--- config.mk ---
export PLATFORM = sky130hd
export DESIGN_NAME = add_arbiter
export DESIGN_NICKNAME = d
export VERILOG_FILES = /design/src/rtl/add_arbiter.sv
export SDC_FILE = /design/constraint.sdc
export NUM_CORES = 1
export LEC_CHECK = 0
export CELL_PAD_IN_SITES_DETAIL_PLACEMENT = 1
export CELL_PAD_IN_SITES_GLOBAL_PLACEMENT = 1
export CORE_MARGIN = 5
export CORE_UTILIZATION = 33
export CTS_BUF_LIST = sky130_fd_sc_hd__clkbuf_8
export CTS_CLUSTER_DIAMETER = 100
export CTS_CLUSTER_SIZE = 25
export DETAILED_ROUTE_END_ITERATION = 12
export PLACE_DENSITY_LB_ADDON = 0.1
export SLEW_MARGIN = 15
export SYNTH_ARGS = -nofsm -noshare
export SYNTH_HDL_FRONTEND = slang
export SYNTH_HIERARCHICAL = 1
export SYNTH_SLANG_ARGS = --single-unit
--- constraint.sdc ---
create_clock -name Clk -period 2 [get_ports Clk]
set_clock_uncertainty 0.2 [all_clocks]
set_input_delay 0.3 -clock Clk [delete_from_list [all_inputs] [get_ports Clk]]
set_output_delay 0.3 -clock Clk [all_outputs]
set_load 0.005 [all_outputs]
--- src/rtl/add_arbiter.sv ---
// -----------------------------------------------------------------------------
// add_arbiter
//   Round-robin sequencer that shares a single adder among NUM_REQ requesters.
//   A requester raises req with its operands; the arbiter picks one winner,
//   pulses gnt for one cycle, latches the winner's operands, runs them through
//   the shared adder and returns a registered, tagged sum on a valid/ready
//   handshake.  The arbiter is the only driver of the adder inputs.
//
//   Optional feature macro: ADD_ARB_OVERFLOW_EN
//     defined   -> adder is DATAWIDTH+1 wide, carry-out reported on ovf
//     undefined -> DATAWIDTH-wide add, carry dropped, no ovf port
//
// Ports
//   Clk        in   rising-edge clock
//   Rst        in   synchronous active-high reset
//   req        in   [NUM_REQ]           per-requester request, held until gnt
//   a_flat     in   [NUM_REQ*DATAWIDTH] operand a, requester i at [i*DATAWIDTH +: DATAWIDTH]
//   b_flat     in   [NUM_REQ*DATAWIDTH] operand b, same packing
//   gnt        out  [NUM_REQ]           one-hot 1-cycle pulse: winner's operands captured
//   sum_out    out  [DATAWIDTH]         registered result
//   sum_id     out  [IDW]               requester that owns sum_out
//   sum_valid  out                      result valid, held until res_ready
//   res_ready  in                       consumer accepts when sum_valid && res_ready
//   busy       out                      high while in CALC or RESP
//   ovf        out                      carry-out of the add (macro build only)
// -----------------------------------------------------------------------------

// Shared adder datapath.  Pure combinational, width chosen by the arbiter.
module add_arbiter_add #(
    parameter int W = 8
) (
    input  logic [W-1:0] a,
    input  logic [W-1:0] b,
    output logic [W-1:0] s
);
    assign s = a + b;
endmodule

module add_arbiter #(
    parameter int DATAWIDTH = 8,
    parameter int NUM_REQ   = 4,
    parameter int IDW       = 2
) (
    input  logic                          Clk,
    input  logic                          Rst,
    input  logic [NUM_REQ-1:0]            req,
    input  logic [NUM_REQ*DATAWIDTH-1:0]  a_flat,
    input  logic [NUM_REQ*DATAWIDTH-1:0]  b_flat,
    output logic [NUM_REQ-1:0]            gnt,
    output logic [DATAWIDTH-1:0]          sum_out,
    output logic [IDW-1:0]                sum_id,
    output logic                          sum_valid,
    input  logic                          res_ready,
    output logic                          busy
`ifdef ADD_ARB_OVERFLOW_EN
    ,
    output logic                          ovf
`endif
);

`ifdef ADD_ARB_OVERFLOW_EN
    localparam int AW = DATAWIDTH + 1;
`else
    localparam int AW = DATAWIDTH;
`endif

    typedef enum logic [1:0] {
        IDLE = 2'd0,
        CALC = 2'd1,
        RESP = 2'd2
    } state_t;

    // -------------------------------------------------------------------------
    // Operand unpacking
    // -------------------------------------------------------------------------
    logic [NUM_REQ-1:0][DATAWIDTH-1:0] a_arr;
    logic [NUM_REQ-1:0][DATAWIDTH-1:0] b_arr;

    for (genvar i = 0; i < NUM_REQ; i++) begin : g_unpack
        assign a_arr[i] = a_flat[i*DATAWIDTH +: DATAWIDTH];
        assign b_arr[i] = b_flat[i*DATAWIDTH +: DATAWIDTH];
    end

    // -------------------------------------------------------------------------
    // State and registered outputs
    // -------------------------------------------------------------------------
    state_t                 state, state_nx;
    logic [IDW-1:0]         last, last_nx;
    logic [IDW-1:0]         win_id, win_id_nx;
    logic [DATAWIDTH-1:0]   op_a, op_a_nx;
    logic [DATAWIDTH-1:0]   op_b, op_b_nx;
    logic [NUM_REQ-1:0]     gnt_nx;
    logic [DATAWIDTH-1:0]   sum_out_nx;
    logic [IDW-1:0]         sum_id_nx;
    logic                   sum_valid_nx;
    logic                   busy_nx;
`ifdef ADD_ARB_OVERFLOW_EN
    logic                   ovf_nx;
`endif

    // -------------------------------------------------------------------------
    // Shared adder
    // -------------------------------------------------------------------------
    logic [AW-1:0] add_a, add_b, add_s;

`ifdef ADD_ARB_OVERFLOW_EN
    assign add_a = {1'b0, op_a};
    assign add_b = {1'b0, op_b};
`else
    assign add_a = op_a;
    assign add_b = op_b;
`endif

    add_arbiter_add #(.W(AW)) u_add (
        .a (add_a),
        .b (add_b),
        .s (add_s)
    );

    // -------------------------------------------------------------------------
    // Round-robin winner search: scan last+1, last+2, ... wrapping at NUM_REQ,
    // so the most recent winner is checked last.
    // -------------------------------------------------------------------------
    logic [IDW-1:0] win;
    logic           found;
    logic           any_req;
    logic [IDW-1:0] idx;
    int             pos;

    assign any_req = |req;

    always_comb begin
        win   = '0;
        found = 1'b0;
        idx   = '0;
        pos   = 0;
        for (int k = 1; k <= NUM_REQ; k++) begin
            pos = int'(last) + k;
            if (pos >= NUM_REQ) pos = pos - NUM_REQ;
            idx = IDW'(pos);
            if (!found && req[idx]) begin
                found = 1'b1;
                win   = idx;
            end
        end
    end

    // -------------------------------------------------------------------------
    // Next-state / next-output logic
    // -------------------------------------------------------------------------
    logic grant_en;

    always_comb begin
        state_nx     = state;
        last_nx      = last;
        win_id_nx    = win_id;
        op_a_nx      = op_a;
        op_b_nx      = op_b;
        gnt_nx       = '0;
        sum_out_nx   = sum_out;
        sum_id_nx    = sum_id;
        sum_valid_nx = sum_valid;
        grant_en     = 1'b0;
`ifdef ADD_ARB_OVERFLOW_EN
        ovf_nx       = ovf;
`endif

        case (state)
            IDLE: begin
                if (any_req) grant_en = 1'b1;
            end
            CALC: begin
                sum_out_nx   = add_s[DATAWIDTH-1:0];
                sum_id_nx    = win_id;
                sum_valid_nx = 1'b1;
`ifdef ADD_ARB_OVERFLOW_EN
                ovf_nx       = add_s[AW-1];
`endif
                state_nx     = RESP;
            end
            RESP: begin
                // Result is held untouched until the consumer takes it;
                // requests are not looked at while stalled.
                if (res_ready) begin
                    sum_valid_nx = 1'b0;
                    if (any_req) grant_en = 1'b1;
                    else         state_nx = IDLE;
                end
            end
            default: state_nx = IDLE;
        endcase

        if (grant_en) begin
            op_a_nx     = a_arr[win];
            op_b_nx     = b_arr[win];
            win_id_nx   = win;
            last_nx     = win;
            gnt_nx[win] = 1'b1;
            state_nx    = CALC;
        end

        busy_nx = (state_nx != IDLE);
    end

    // -------------------------------------------------------------------------
    // Registers
    // -------------------------------------------------------------------------
    always_ff @(posedge Clk) begin
        if (Rst) begin
            state     <= IDLE;
            last      <= IDW'(NUM_REQ - 1);   // requester 0 wins first
            win_id    <= '0;
            op_a      <= '0;
            op_b      <= '0;
            gnt       <= '0;
            sum_out   <= '0;
            sum_id    <= '0;
            sum_valid <= 1'b0;
            busy      <= 1'b0;
`ifdef ADD_ARB_OVERFLOW_EN
            ovf       <= 1'b0;
`endif
        end else begin
            state     <= state_nx;
            last      <= last_nx;
            win_id    <= win_id_nx;
            op_a      <= op_a_nx;
            op_b      <= op_b_nx;
            gnt       <= gnt_nx;
            sum_out   <= sum_out_nx;
            sum_id    <= sum_id_nx;
            sum_valid <= sum_valid_nx;
            busy      <= busy_nx;
`ifdef ADD_ARB_OVERFLOW_EN
            ovf       <= ovf_nx;
`endif
        end
    end

endmodule
Yosys cells after proc, flatten, opt, wreduce, memory -nomap -nowiden. Index checks and enable logic that the tools add are counted.

Bitwise operators: 1. Multiplexer cells: 34. Order comparisons: 10. Add/sub/neg operators: 9. Equality and inequality tests: 3. Reduce and logical (&&, ||, !) cells: 13.

Operators with widths (number): 8-bit binary-select mux with 2-bit select (2); 2-bit 2-to-1 mux (11); 8-bit 2-to-1 mux (2); 2-bit by 3-bit less-than comparator with 1-bit output, second input constant (5); 1-bit 2-to-1 mux (11); 3-bit greater-or-equal comparator, second input constant (3); 8-bit adder (1); 1-bit binary-select mux with 2-bit select (4); 2-bit by 1-bit subtractor with 2-bit output, second input constant (4); 2-bit by 2-bit adder with 3-bit output, second input constant (2); 2-bit case mux with 3 select lines (1); 2-bit by 3-bit adder with 4-bit output, second input constant (1); 4-bit by 3-bit greater-or-equal comparator with 1-bit output, second input constant (1); 1-bit logical AND (4); 1-bit case mux with 2 select lines (2); 2-bit nonzero test (2); 4-bit OR reduction (1); 2-bit by 1-bit adder with 3-bit output, second input constant (1); 1-bit logical NOT (3); 1-bit demux with 2-bit select (1); 2-bit by 1-bit == test with 1-bit output, second input constant (1); 2-bit == test, second input constant (1); 2-bit by 1-bit greater-or-equal comparator with 1-bit output, second input constant (1); 2-bit logical NOT (1); other kinds (4) (4).

Output and inout bits: 16. Input bits: 71. Word-level logic and storage cells: 80. Register bits after elaboration: 38.

Depth between registers and ports, before layout.
Depth in word-level cells: 19. Depth in mapped cells: 8. Gate-level depth less buffers: 8.

Hierarchy. Netlist, hierarchy kept.

Modules (own cells, without submodules): add_arbiter (area an instance 1950.6 um^2, cells an instance 224, instances 1, sequential area each 760.7 um^2); add_arbiter_add (area an instance 331.6 um^2, cells an instance 42, instances 1, sequential area each 0.0 um^2).

Worst setup path after synthesis. Ideal clock, no wire load.

Path kind: reg-to-reg. Start: reg last[0]. End: reg op_a[0] (netlist: add_a[0]). Cell stages (with the launch flop): 9. Data arrival time: 1.462 ns. Period minus slack after synthesis: 1.796 ns. Path buffers: 3. Library setup time: 0.133 ns. Required time: 1.667 ns. Slack: 0.204 ns. Path through: dfxtp_1 buf_2 nor2b_4 a211o_1 a21oi_2 buf_6 buf_12 mux2i_1 o32ai_1.

Word-level cells in the longest chain between the ends: 17. Elaborated cells between the ends (all ways): 39. Classes of those cells: 8 x add/sub; 4 x order compare; 21 x mux; 6 x reduce/logical.

Ends and longest elaborated chain: start, declared (line 88) `logic [IDW-1:0] last, last_nx;`; start signal, assigned (line 211) `last <= IDW'(NUM_REQ - 1);`; start signal, assigned (line 225) `last <= last_nx;`; 2-bit by 1-bit adder with 3-bit output (line 138) `pos = int'(last) + k;`; 3-bit greater-or-equal comparator / 2-bit by 1-bit subtractor with 2-bit output (equally long branches) (line 139) `if (pos >= NUM_REQ) pos = pos - NUM_REQ;`; 2-bit 2-to-1 mux (line 139); 1-bit binary-select mux with 2-bit select (line 141) `if (!found && req[idx]) begin`; 1-bit 2-to-1 mux (not written as such) (line 141); 1-bit 2-to-1 mux (line 141); 1-bit logical NOT (line 141); 1-bit logical AND (line 141); 1-bit 2-to-1 mux (line 141); 1-bit logical NOT (line 141); 1-bit logical AND (line 141); 1-bit 2-to-1 mux (line 141); 1-bit logical NOT (line 141); 1-bit logical AND (line 141); 2-bit 2-to-1 mux (*) (line 141); 8-bit binary-select mux with 2-bit select (*) (line 194) `op_a_nx = a_arr[win];`; 8-bit 2-to-1 mux (not written as such) (*) (line 194); end signal, assigned (line 227) `op_a <= op_a_nx;`; end, declared (line 90) `logic [DATAWIDTH-1:0] op_a, op_a_nx;`.

Mark *: on every way between the ends. The rest lies on a longest branch, timed or not. The select of a mux whose other input is x is not followed. A chain may end at the register's enable or synchronous reset.

Final worst setup path.
Start: reg op_a[0] (netlist: add_a[0]). End: reg sum_out[6].

Word-level cells in the longest chain between the ends: 1.

Ends and longest elaborated chain: 8-bit adder (line 36) `assign s = a + b;`; via add_s[6] (line 104) `logic [AW-1:0] add_a, add_b, add_s;`; end signal, assigned (line 230) `sum_out <= sum_out_nx;`; end, declared (line 50) `output logic [DATAWIDTH-1:0] sum_out,`.

The timed path passes the listed nets, and every way through them passes these cells.

==> results.md <==
* Status: finished clean
* 1st-iter DRT viols at 129
* Non-filler cells, final at 454
* Routed vias at 2,481
* F_max at 0.503 GHz
* Final instance area at 3590 um2
* # Max-Cap Violations at 0
* #FFs+latches synth at 38
* Inst Count DP at 444
* HP Class: register to register
* Syn_area_per_cell at 8.58 um2
* Arr. time, crit path at 1.97 ns
* Layout cell share with drive strength beyond 1 at 16.0%
* Crit end category: register
* Die W at 93.2 um
* Worst EP required at 1.99 ns
* Critical Path Start Type: register
* Synthesized area at 2280 um2
* Synth warn at 6
* EDFF count, synth at 0
* Worst-Margin Slew at 0.492 ns
* Setup TNS at 0 ns
* Area grow syn2layout at 57.3%
* Pre-CTS setup slack at -0.426 ns
* Worst rel slew slack at 66.8%
* CTS Buf Count at 5
* Reg2reg path depth at 8
* DRC at 0
* PnR worst setup slack at 0.0129 ns
* Seq/Total Area, Yosys at 33.3%
* Routed Antenna Nets at 0
* GPL Wtd Cong at 0.782
* Worst-Skew Late Latency at 0.29 ns
* Commonest non-fill, non-tap cells in the layout: 83 x clkdlybuf4s50_1, 36 x dfxtp_1, 28 x buf_4
* Clock-pin slew on the worst setup and hold paths at 0.08 ns
* GRT Util Overall at 17.5%
* Crit Path Category: register to register
* Via/cell ratio at 5.46
* Worst Hold Path Cells at 2
* Vert. Die Dim at 93.2 um
* Htree depth at 2
* Ant diodes at 0
* First-pass iteration count of the detailed router at 4
* CTS Root Cell: clkbuf_8
* Initial antenna violation count at 0
* Multi-input logic area at 1430 um2
* Register area at 763 um2
* Site Rows at 30
* First-pass GRT wire length at 12,100 um
* Starting Density at 33.8%
* Area after DPL at 3410 um2
* DIE AREA at 8680 um2
* CTS max path bufs at 2
* Fin. max-slew vios at 0
* Crit share post-route at 99.4%
* Post-synth net total at 345
* Ys flop type: dfxtp_1
* Sinks on Clock Net at 38
* Count of final hold-check violations at 0
* GRT overflow at 0
* Min Tclk post-route at 1.99 ns
* Post-DP HPWL at 6040 um
* Post-Route WL at 7650 um
* Unrepaired setup endpoints after global routing: yes
* Worst-path fanout max at 3
* Core Region at 6760 um2
* Fill count at 802
* Pwr dens at 756 nW/um2
* Wire per inst at 16.8 um
* Fin util at 53.1%
* Cells after Synth at 266
* VDD IR max at 0.000331 V
* Leak at 1.43 nW
* Number of top-level design ports at 87
* Final Setup Violations at 0
* TritonCTS clock tree: built
* Commonest non-fill, non-tap cell in the layout: clkdlybuf4s50_1
* Hold buffers post-CTS at 0
* Nets at 452
* Vias in the first global route at 2,475
* Reg2reg setup slack at 0.01 ns
* Ys async rst share at 0%
* Distinct cells, synth at 48
* Port-buffer cells at 86
* Largest net degree at the start of global routing at 31
## cells in the mapped netlist (all sizes together), types with 3 or more instances
cell type	count	area share (%)
dfxtp	38	33
clkbuf	8	1.3
nand2b	5	1.4
a221oi	18	7.7
nor2b	4	1.8
or3	3	0.82
nor2	14	2.3
inv	11	1.8
o22ai	15	4.4
a21o	4	1.3
nand2	25	4.1
o32ai	3	1.2
buf	11	3.3
a211oi	3	1.2
ha	7	3.8
mux2i	16	7.0
o211ai	17	5.6
o21ai	18	3.9
a21oi	20	4.6
## cell type report
| cell class | instances | share of cell area, % |
|---|---|---|
| Sequential cell | 38 | 21.3 |
| Clock inverter | 3 | 1.05 |
| Timing Repair Buffer | 119 | 32.0 |
| Multi-Input combinational cell | 198 | 39.8 |
| Inverter | 11 | 1.15 |
| Clock buffer | 5 | 1.92 |
| Tap cell | 80 | 2.79 |
## cells by family (layout without fill, tap and decap cells)
group / count (synthesis) / in the layout / share of synthesized area [%]
AO/OA/AOI/OAI: 109 / 109 / 34.0
AND/OR/NAND/NOR: 61 / 61 / 12.9
flip-flops: 38 / 38 / 33.3
buffers and inverters: 30 / 138 / 6.47
multiplexers: 16 / 16 / 7.02
adder cells (fa/ha/maj): 8 / 8 / 4.71
XOR/XNOR: 4 / 4 / 1.54
## report_power, final
part           internal [W]  switching [W]  total, W
Sequential         0.000866      0.0000957  0.000962
Clock              0.000363       0.000285  0.000649
Combinational      0.000595       0.000510   0.00111
Total               0.00182       0.000891   0.00272
## through the flow
| stage | power, W | hold WS [ns] |
|---|---|---|
| floorplan | 0.00157 | 0.208 |
| CTS | 0.00271 | 0.259 |
| detailed placement | 0.00203 | 0.248 |
| finish | 0.00272 | 0.254 |
| global route | 0.00288 | 0.275 |
| global placement | 0.00201 | 0.243 |
## layer usage
layer	track usage (%)	wire (um)	up-vias
met3	3.86	418	8
li1	-	-	1230
met5	0	0	-
met1	22.0	3360	1173
met4	3.66	84	0
met2	30.7	3780	70
## critical path, stage by stage, from the launching register on
cell and delay [ns]:
dfxtp_1 0.32, ha_1 0.24, inv_1 0.08, fa_2 0.24, nor2b_4 0.05, o311ai_0 0.43, o311ai_2 0.18, nand2_1 0.09
a21oi_1 0.05
## final timing paths
kind	from	end
worst max-delay path	add_a[0]	sum_out[6]
worst min-delay path	sum_out[1]	sum_out[1]
worst max register to register	add_a[0]	sum_out[6]
worst min register to register	sum_out[1]	sum_out[1]
## what timing repair did
action	4_1_cts	5_1_grt
cloned	1	0
gates resized for setup	8	10
endpoints found under the setup margin	18	21
pin swaps	2	0
hold endpoints to repair	0	0
buffers inserted	1	0
## registers in the layout (all words and copies together), names as in the netlist
name,flops
add_a,8
add_b,8
busy,1
gnt,4
last,2
state,2
sum_id,2
sum_out,8
sum_valid,1
win_id,2
Note: power is estimated with default switching activity, not from simulation.
